==> src/rtl/exec_wb_stage_if.sv <==
// Decoded-instruction bundle from fetch/decode into execute/write-back.
// No backpressure: the consumer accepts every valid beat.
interface exec_wb_stage_if;
    logic        in_valid;
    logic [3:0]  icode;
    logic [3:0]  ifun;
    logic [3:0]  rA;
    logic [3:0]  rB;
    logic [15:0] valC;

    modport master (
        output in_valid, icode, ifun, rA, rB, valC
    );

    modport slave (
        input in_valid, icode, ifun, rA, rB, valC
    );
endinterface

==> src/rtl/exec_wb_stage.sv <==
// Execute/write-back stage: register file, ALU, condition codes.
// E reads operands and computes at accept; W writes the regfile one edge later.
module exec_wb_stage #(
    parameter int DATA_W = 32,
    parameter int CNT_W  = 16
) (
    input  logic              clock,
    input  logic              reset,
    exec_wb_stage_if.slave    dec,
    output logic [DATA_W-1:0] r0,
    output logic [DATA_W-1:0] r1,
    output logic [DATA_W-1:0] r2,
    output logic [DATA_W-1:0] r3,
    output logic [DATA_W-1:0] r4,
    output logic [DATA_W-1:0] r5,
    output logic [DATA_W-1:0] r6,
    output logic [DATA_W-1:0] r7,
    output logic [DATA_W-1:0] valA,
    output logic [DATA_W-1:0] valB,
    output logic [DATA_W-1:0] valE,
    output logic [2:0]        cc,
    output logic              err,
    output logic [CNT_W-1:0]  retired
);

    logic [DATA_W-1:0] r_rf [8];
    logic              r_w_we;
    logic [3:0]        r_w_dst;
    logic [DATA_W-1:0] r_valE;
    logic [2:0]        r_cc;
    logic              r_err;
    logic [CNT_W-1:0]  r_retired;

    logic [DATA_W-1:0] w_valA;
    logic [DATA_W-1:0] w_valB;
    logic [DATA_W-1:0] w_res;
    logic [7:0]        w_op;
    logic              w_legal;
    logic              w_we;
    logic              w_setcc;
    logic              w_of;
    logic [3:0]        w_dst;
    logic              w_a_s;
    logic              w_b_s;
    logic              w_r_s;

    // Pending W result overrides the regfile; specifiers 8-F read zero
    always_comb begin
        w_valA = '0;
        if (!dec.rA[3]) w_valA = r_rf[dec.rA[2:0]];
        if (r_w_we && (r_w_dst == dec.rA)) w_valA = r_valE;
    end

    always_comb begin
        w_valB = '0;
        if (!dec.rB[3]) w_valB = r_rf[dec.rB[2:0]];
        if (r_w_we && (r_w_dst == dec.rB)) w_valB = r_valE;
    end

    assign w_op  = {dec.icode, dec.ifun};
    assign w_a_s = w_valA[DATA_W-1];
    assign w_b_s = w_valB[DATA_W-1];
    assign w_r_s = w_res[DATA_W-1];

    always_comb begin
        w_legal = 1'b0;
        w_we    = 1'b0;
        w_setcc = 1'b0;
        w_of    = 1'b0;
        w_dst   = 4'hF;
        w_res   = '0;
        case (w_op)
            8'h00: begin
                w_legal = 1'b1;
            end
            8'h10: begin
                w_legal = !dec.rB[3];
                w_we    = 1'b1;
                w_dst   = dec.rB;
                w_res   = {{(DATA_W-16){1'b0}}, dec.valC};
            end
            8'h20: begin
                w_legal = !dec.rA[3] && !dec.rB[3];
                w_we    = 1'b1;
                w_setcc = 1'b1;
                w_dst   = dec.rA;
                w_res   = w_valA + w_valB;
                w_of    = (w_a_s == w_b_s) && (w_r_s != w_a_s);
            end
            8'h21: begin
                w_legal = !dec.rA[3] && !dec.rB[3];
                w_we    = 1'b1;
                w_setcc = 1'b1;
                w_dst   = dec.rA;
                w_res   = w_valA - w_valB;
                w_of    = (w_a_s != w_b_s) && (w_r_s != w_a_s);
            end
            8'h22: begin
                w_legal = !dec.rA[3] && !dec.rB[3];
                w_we    = 1'b1;
                w_setcc = 1'b1;
                w_dst   = dec.rA;
                w_res   = w_valA & w_valB;
            end
            8'h23: begin
                w_legal = !dec.rA[3] && !dec.rB[3];
                w_we    = 1'b1;
                w_setcc = 1'b1;
                w_dst   = dec.rA;
                w_res   = w_valA ^ w_valB;
            end
            default: begin
                w_legal = 1'b0;
            end
        endcase
    end

    always_ff @(posedge clock or posedge reset) begin
        if (reset) begin
            for (int i = 0; i < 8; i++) r_rf[i] <= '0;
            r_w_we    <= 1'b0;
            r_w_dst   <= 4'hF;
            r_valE    <= '0;
            r_cc      <= 3'b100;
            r_err     <= 1'b0;
            r_retired <= '0;
        end else begin
            if (r_w_we) r_rf[r_w_dst[2:0]] <= r_valE;
            r_w_we <= 1'b0;
            if (dec.in_valid) begin
                if (w_legal) begin
                    r_w_we    <= w_we;
                    r_retired <= r_retired + 1'b1;
                    if (w_we) begin
                        r_w_dst <= w_dst;
                        r_valE  <= w_res;
                    end
                    if (w_setcc)
                        r_cc <= {(w_res == '0), w_r_s, w_of};
                end else begin
                    r_err <= 1'b1;
                end
            end
        end
    end

    assign r0      = r_rf[0];
    assign r1      = r_rf[1];
    assign r2      = r_rf[2];
    assign r3      = r_rf[3];
    assign r4      = r_rf[4];
    assign r5      = r_rf[5];
    assign r6      = r_rf[6];
    assign r7      = r_rf[7];
    assign valA    = w_valA;
    assign valB    = w_valB;
    assign valE    = r_valE;
    assign cc      = r_cc;
    assign err     = r_err;
    assign retired = r_retired;

endmodule

==> src/flat_wrapper.sv <==
// flat-port wrapper written by rule: the top's interface ports become plain ports
module exec_wb_stage_flat 
#(
    parameter int DATA_W = 32,
    parameter int CNT_W  = 16
)
  (clock, reset, r0, r1, r2, r3, r4, r5, r6, r7, valA, valB, valE, cc, err, retired, dec_in_valid, dec_icode, dec_ifun, dec_rA, dec_rB, dec_valC);
  exec_wb_stage_if dec_i ();
  input  logic clock;
  input  logic reset;
  output logic [DATA_W-1:0] r0;
  output logic [DATA_W-1:0] r1;
  output logic [DATA_W-1:0] r2;
  output logic [DATA_W-1:0] r3;
  output logic [DATA_W-1:0] r4;
  output logic [DATA_W-1:0] r5;
  output logic [DATA_W-1:0] r6;
  output logic [DATA_W-1:0] r7;
  output logic [DATA_W-1:0] valA;
  output logic [DATA_W-1:0] valB;
  output logic [DATA_W-1:0] valE;
  output logic [2:0] cc;
  output logic err;
  output logic [CNT_W-1:0] retired;
  input wire logic [$bits(dec_i.in_valid)-1:0] dec_in_valid;
  input wire logic [$bits(dec_i.icode)-1:0] dec_icode;
  input wire logic [$bits(dec_i.ifun)-1:0] dec_ifun;
  input wire logic [$bits(dec_i.rA)-1:0] dec_rA;
  input wire logic [$bits(dec_i.rB)-1:0] dec_rB;
  input wire logic [$bits(dec_i.valC)-1:0] dec_valC;
  assign dec_i.in_valid = dec_in_valid;
  assign dec_i.icode = dec_icode;
  assign dec_i.ifun = dec_ifun;
  assign dec_i.rA = dec_rA;
  assign dec_i.rB = dec_rB;
  assign dec_i.valC = dec_valC;
  exec_wb_stage #(.DATA_W(DATA_W), .CNT_W(CNT_W)) u_core (.clock(clock), .reset(reset), .dec(dec_i), .r0(r0), .r1(r1), .r2(r2), .r3(r3), .r4(r4), .r5(r5), .r6(r6), .r7(r7), .valA(valA), .valB(valB), .valE(valE), .cc(cc), .err(err), .retired(retired));
endmodule
==> config.mk <==
export PLATFORM = sky130hd
export DESIGN_NAME = exec_wb_stage_flat
export DESIGN_NICKNAME = d
export VERILOG_FILES = /design/src/rtl/exec_wb_stage_if.sv /design/src/rtl/exec_wb_stage.sv /design/src/flat_wrapper.sv
export SDC_FILE = /design/constraint.sdc
export NUM_CORES = 1
export LEC_CHECK = 0
export CORE_MARGIN = 1
export CORE_UTILIZATION = 58
export CTS_BUF_LIST = sky130_fd_sc_hd__clkbuf_8
export DETAILED_ROUTE_END_ITERATION = 6
export PLACE_DENSITY = 0.95
export SYNTH_ARGS = -nofsm -noshare
export SYNTH_HDL_FRONTEND = slang
export SYNTH_SLANG_ARGS = --single-unit
==> constraint.sdc <==
create_clock -name clock -period 25.2 [get_ports clock]
set_clock_uncertainty 0.1 [all_clocks]
set_input_delay 2.52 -clock clock [delete_from_list [all_inputs] [get_ports clock]]
set_output_delay 2.52 -clock clock [all_outputs]
set_load 0.02 [all_outputs]
==> summary.md <==
| Metric | Value |
|---|---|
| Status | complete, no violations |
| CP max stage cell | buf_4 |
| Nets | 2243 |
| Die Height | 190 um |
| CP Capture Type | register |
| Final setup TNS | 0 ps |
| Mapped Cells | 1793 |
| Asr flop ratio synth | 100% |
| First-pass GRT wire length | 120 mm |
| Endpoints failing setup | 0 |
| CP cell instances | buf_2, buf_4, xnor2_1, nand3_1, o21ai_1, o2bb2ai_1, nor3_2, nand3_1, o41a_1, xnor2_1, ha_1, a21oi_1, o21ai_0, a21oi_1, nand3_1, a31oi_1, o21ai_0, a211oi_1, mux2i_4, a21oi_2, a221o_1 |
| Gates resized, CTS repair | 0 |
| Total GRT Usage | 44.8% |
| Std-Cell Rows | 68 |
| Average wire per standard cell | 30.8 um |
| Final Hold Fails | 0 |
| Routed Antenna Nets | 0 |
| Vias per cell | 7.07 |
| Leak | 11.7 nW |
| Cells taking the most area after synthesis | dfrtp_1, mux2_2, mux4_2, mux2i_1, ha_1 |
| Post-synth cell types | 88 |
| CTS H-Tree Depth | 2 |
| Synth cell count leaders | dfrtp_1, mux2_2, nand2_1, mux4_2, o21ai_0 |
| Register area share after synthesis | 38.1% |
| Max-slew violations | 0 |
| Net Sw Frac | 26.3% |
| Worst Path Max Fanout | 41 |
| Hold path depth | 1 |
| Boundary Pins | 407 |
| # Max-Cap Violations | 0 |
| Post-Syn Nets | 1892 |
| Drt first-iter violations | 2460 |
| Core ar. | 0.0347 mm^2 |
| Crit path top cell by count | nand3_1 |
| VDD IR-drop max | 0.0399 mV |
| Final Core Density | 74.9% |
| Yosys reg bits | 313 |
| RSZ-0062 raised after global routing | no |
| Maximum root-to-sink buffer count | 3 |
| Clock Sinks | 313 |
| Count leader, synth | dfrtp_1 |
| WP data arrival | 9550 ps |
| Post-synth top area share | 37.5% |
| P&R area growth vs syn | 26.4% |
| Chip Width | 190 um |
| Min cycle time layout | 9110 ps |
| Synthesized cell area | 0.0206 mm^2 |
| Max stage delay on crit path | 660 ps |
| Final period util | 36.1% |
| Routed vias | 18700 |
| Pint | 824 uW |
| Syn Area/Cell | 11.5 um^2 |
| Pre-Repair DR Iteration Count | 6 |
| Worst reg2reg path depth | 19 |
| PD cells | 43.0 mW/mm^2 |
| Critical Path RT | 25650 ps |
| Synth Flop Type | dfrtp_1 |
| Ys Warns | 0 |
| Worst slew pin tran | 1320 ps |
| Share of cells above drive strength 1 | 25.0% |
| Sequential fraction of design power | 45.1% |
| Largest net degree at the start of global routing | 188 |
| Slew HR | 11.3% |
| Clk pwr share | 45.7% |
| CTS tree | built |
| Vias in the first global route | 18700 |
| Psw | 295 uW |
| Startpoint type of the worst setup path | input port |
| Clock buffer count from CTS | 53 |
| GPL Wtd Cong | 1.01 |
| Final non-filler cell total | 2641 |
| Root buf cell | clkbuf_8 |
| Gr ovfl total | 0 |
| Setup CP Type | input port to register |
| Drt total wl | 81.4 mm |
| Antenna violations before repair | 3 |
| Cell taking the most area after synthesis | dfrtp_1 |
| Number of flops mapped to enable cells by yosys | 0 |
| Clock Pin Slew Worst Setup and Hold Paths | 70 ps |
| Fillers | 2165 |
| Pwr Total | 1.12 mW |
| Post-CTS Setup Repair Bufs | 0 |
| Drc violations | 0 |
| Inst Count DP | 2544 |
| Combinational Power Share | 9.2% |
| Die footprint | 0.0362 mm^2 |
| Fmax | 110 MHz |
| Starting Density | 59.2% |
| Clock latency on the worst-skew pair | 620 ps |
| IO Port Bufs | 406 |
| Count of hold-fix buffers inserted at cts | 0 |
| Hpwl dp | 56.0 mm |
| Min-Delay Path Class | register to register |
[per-stage QoR]
stage / cell area [um^2] / hold slack [ps] / setup slack [ps]
floorplan: 20600 / 394 / 13930
global placement: 24800 / 346 / 15950
detailed placement: 24800 / 359 / 15710
CTS: 26000 / 374 / 16310
global route: 26000 / 392 / 15750
finish: 26000 / 371 / 16090
[routing by layer]
metal	vias to the layer above	track usage [%]	routed length (um)
met1	9194	58.8	29400
met4	2	22.5	4400
met5	-	0	13
li1	7467	-	-
met3	367	15.1	11800
met2	1654	66.2	35800
[worst max-delay path: cells and delay by family]
family	cells	cell delay, ps
and+or+nand+nor	4	1310
AOI/OAI and AO/OA	11	3560
adders and majority gates	1	410
xor gates and xnor gates	2	330
muxes	1	140
buffers and inverters	2	1210
[power by group through the flow]
stage               sequential, mW  combinational [mW]  clock, mW
detailed placement           0.513               0.100          0
floorplan                    0.514              0.0723          0
global placement             0.513              0.0989          0
global route                 0.504               0.110      0.532
CTS                          0.504               0.101      0.510
finish                       0.504               0.103      0.512
[registers in the layout (all words and copies together), names as in the netlist]
signal,cells
u_core.cc,3
u_core.err,1
u_core.r0,32
u_core.r1,32
u_core.r2,32
u_core.r3,32
u_core.r4,32
u_core.r5,32
u_core.r6,32
u_core.r7,32
u_core.r_w_dst,4
u_core.r_w_we,1
u_core.retired,16
u_core.valE,32
[path summary, 6_finish.rpt]
path / startpoint / to / slack, ps
worst max-delay path: dec_rB[1] / u_core.cc[1] / 16090
worst min-delay path: u_core.err / u_core.err / 370
worst max register to register: u_core.r2[1] / u_core.cc[1] / 18480
worst min register to register: u_core.err / u_core.err / 370
max in group asynchronous: reset / u_core.retired[5] / 20930
min in group asynchronous: reset / u_core.r6[16] / 2380
[cells by family (layout without fill, tap and decap cells)]
| group | Yosys count | after routing | share of synthesized area, % |
|---|---|---|---|
| simple gates | 357 | 357 | 8.40 |
| buf+inv | 180 | 572 | 3.82 |
| mux | 491 | 491 | 32.8 |
| flops | 313 | 313 | 38.1 |
| fa+ha+maj | 64 | 64 | 3.93 |
| compound gates | 320 | 320 | 9.99 |
| xor+xnor | 68 | 68 | 2.90 |
| other cells | 0 | 1 | 0 |
[area by class of cell]
| type | instances | area, um^2 | share of cell area, % |
|---|---|---|---|
| timing repair buffer | 440 | 4300 | 16.6 |
| multi-input combinational | 1300 | 12000 | 46.0 |
| inverter | 36 | 143 | 0.549 |
| clock buffer | 68 | 936 | 3.60 |
| tap | 455 | 569 | 2.19 |
| sequential | 313 | 7840 | 30.1 |
| clock inverter | 28 | 240 | 0.924 |
| antenna | 1 | 2.50 | 0.00962 |
[cell usage in the layout (no fill, tap or decap), types with 36 or more instances in the layout]
master           synthesis  final
clkdlybuf4s50_1          0    399
dfrtp_1                308    308
mux2_2                 271    271
nand2_1                139    139
mux4_2                 115    115
o21ai_0                106    104
mux2i_1                100    100
clkbuf_8                 0     68
a21oi_1                 64     64
ha_1                    63     63
nor2_1                  60     58
xnor2_1                 49     49
inv_1                   35     45
buf_4                    9     36
Power figures use the tool's default switching activity.
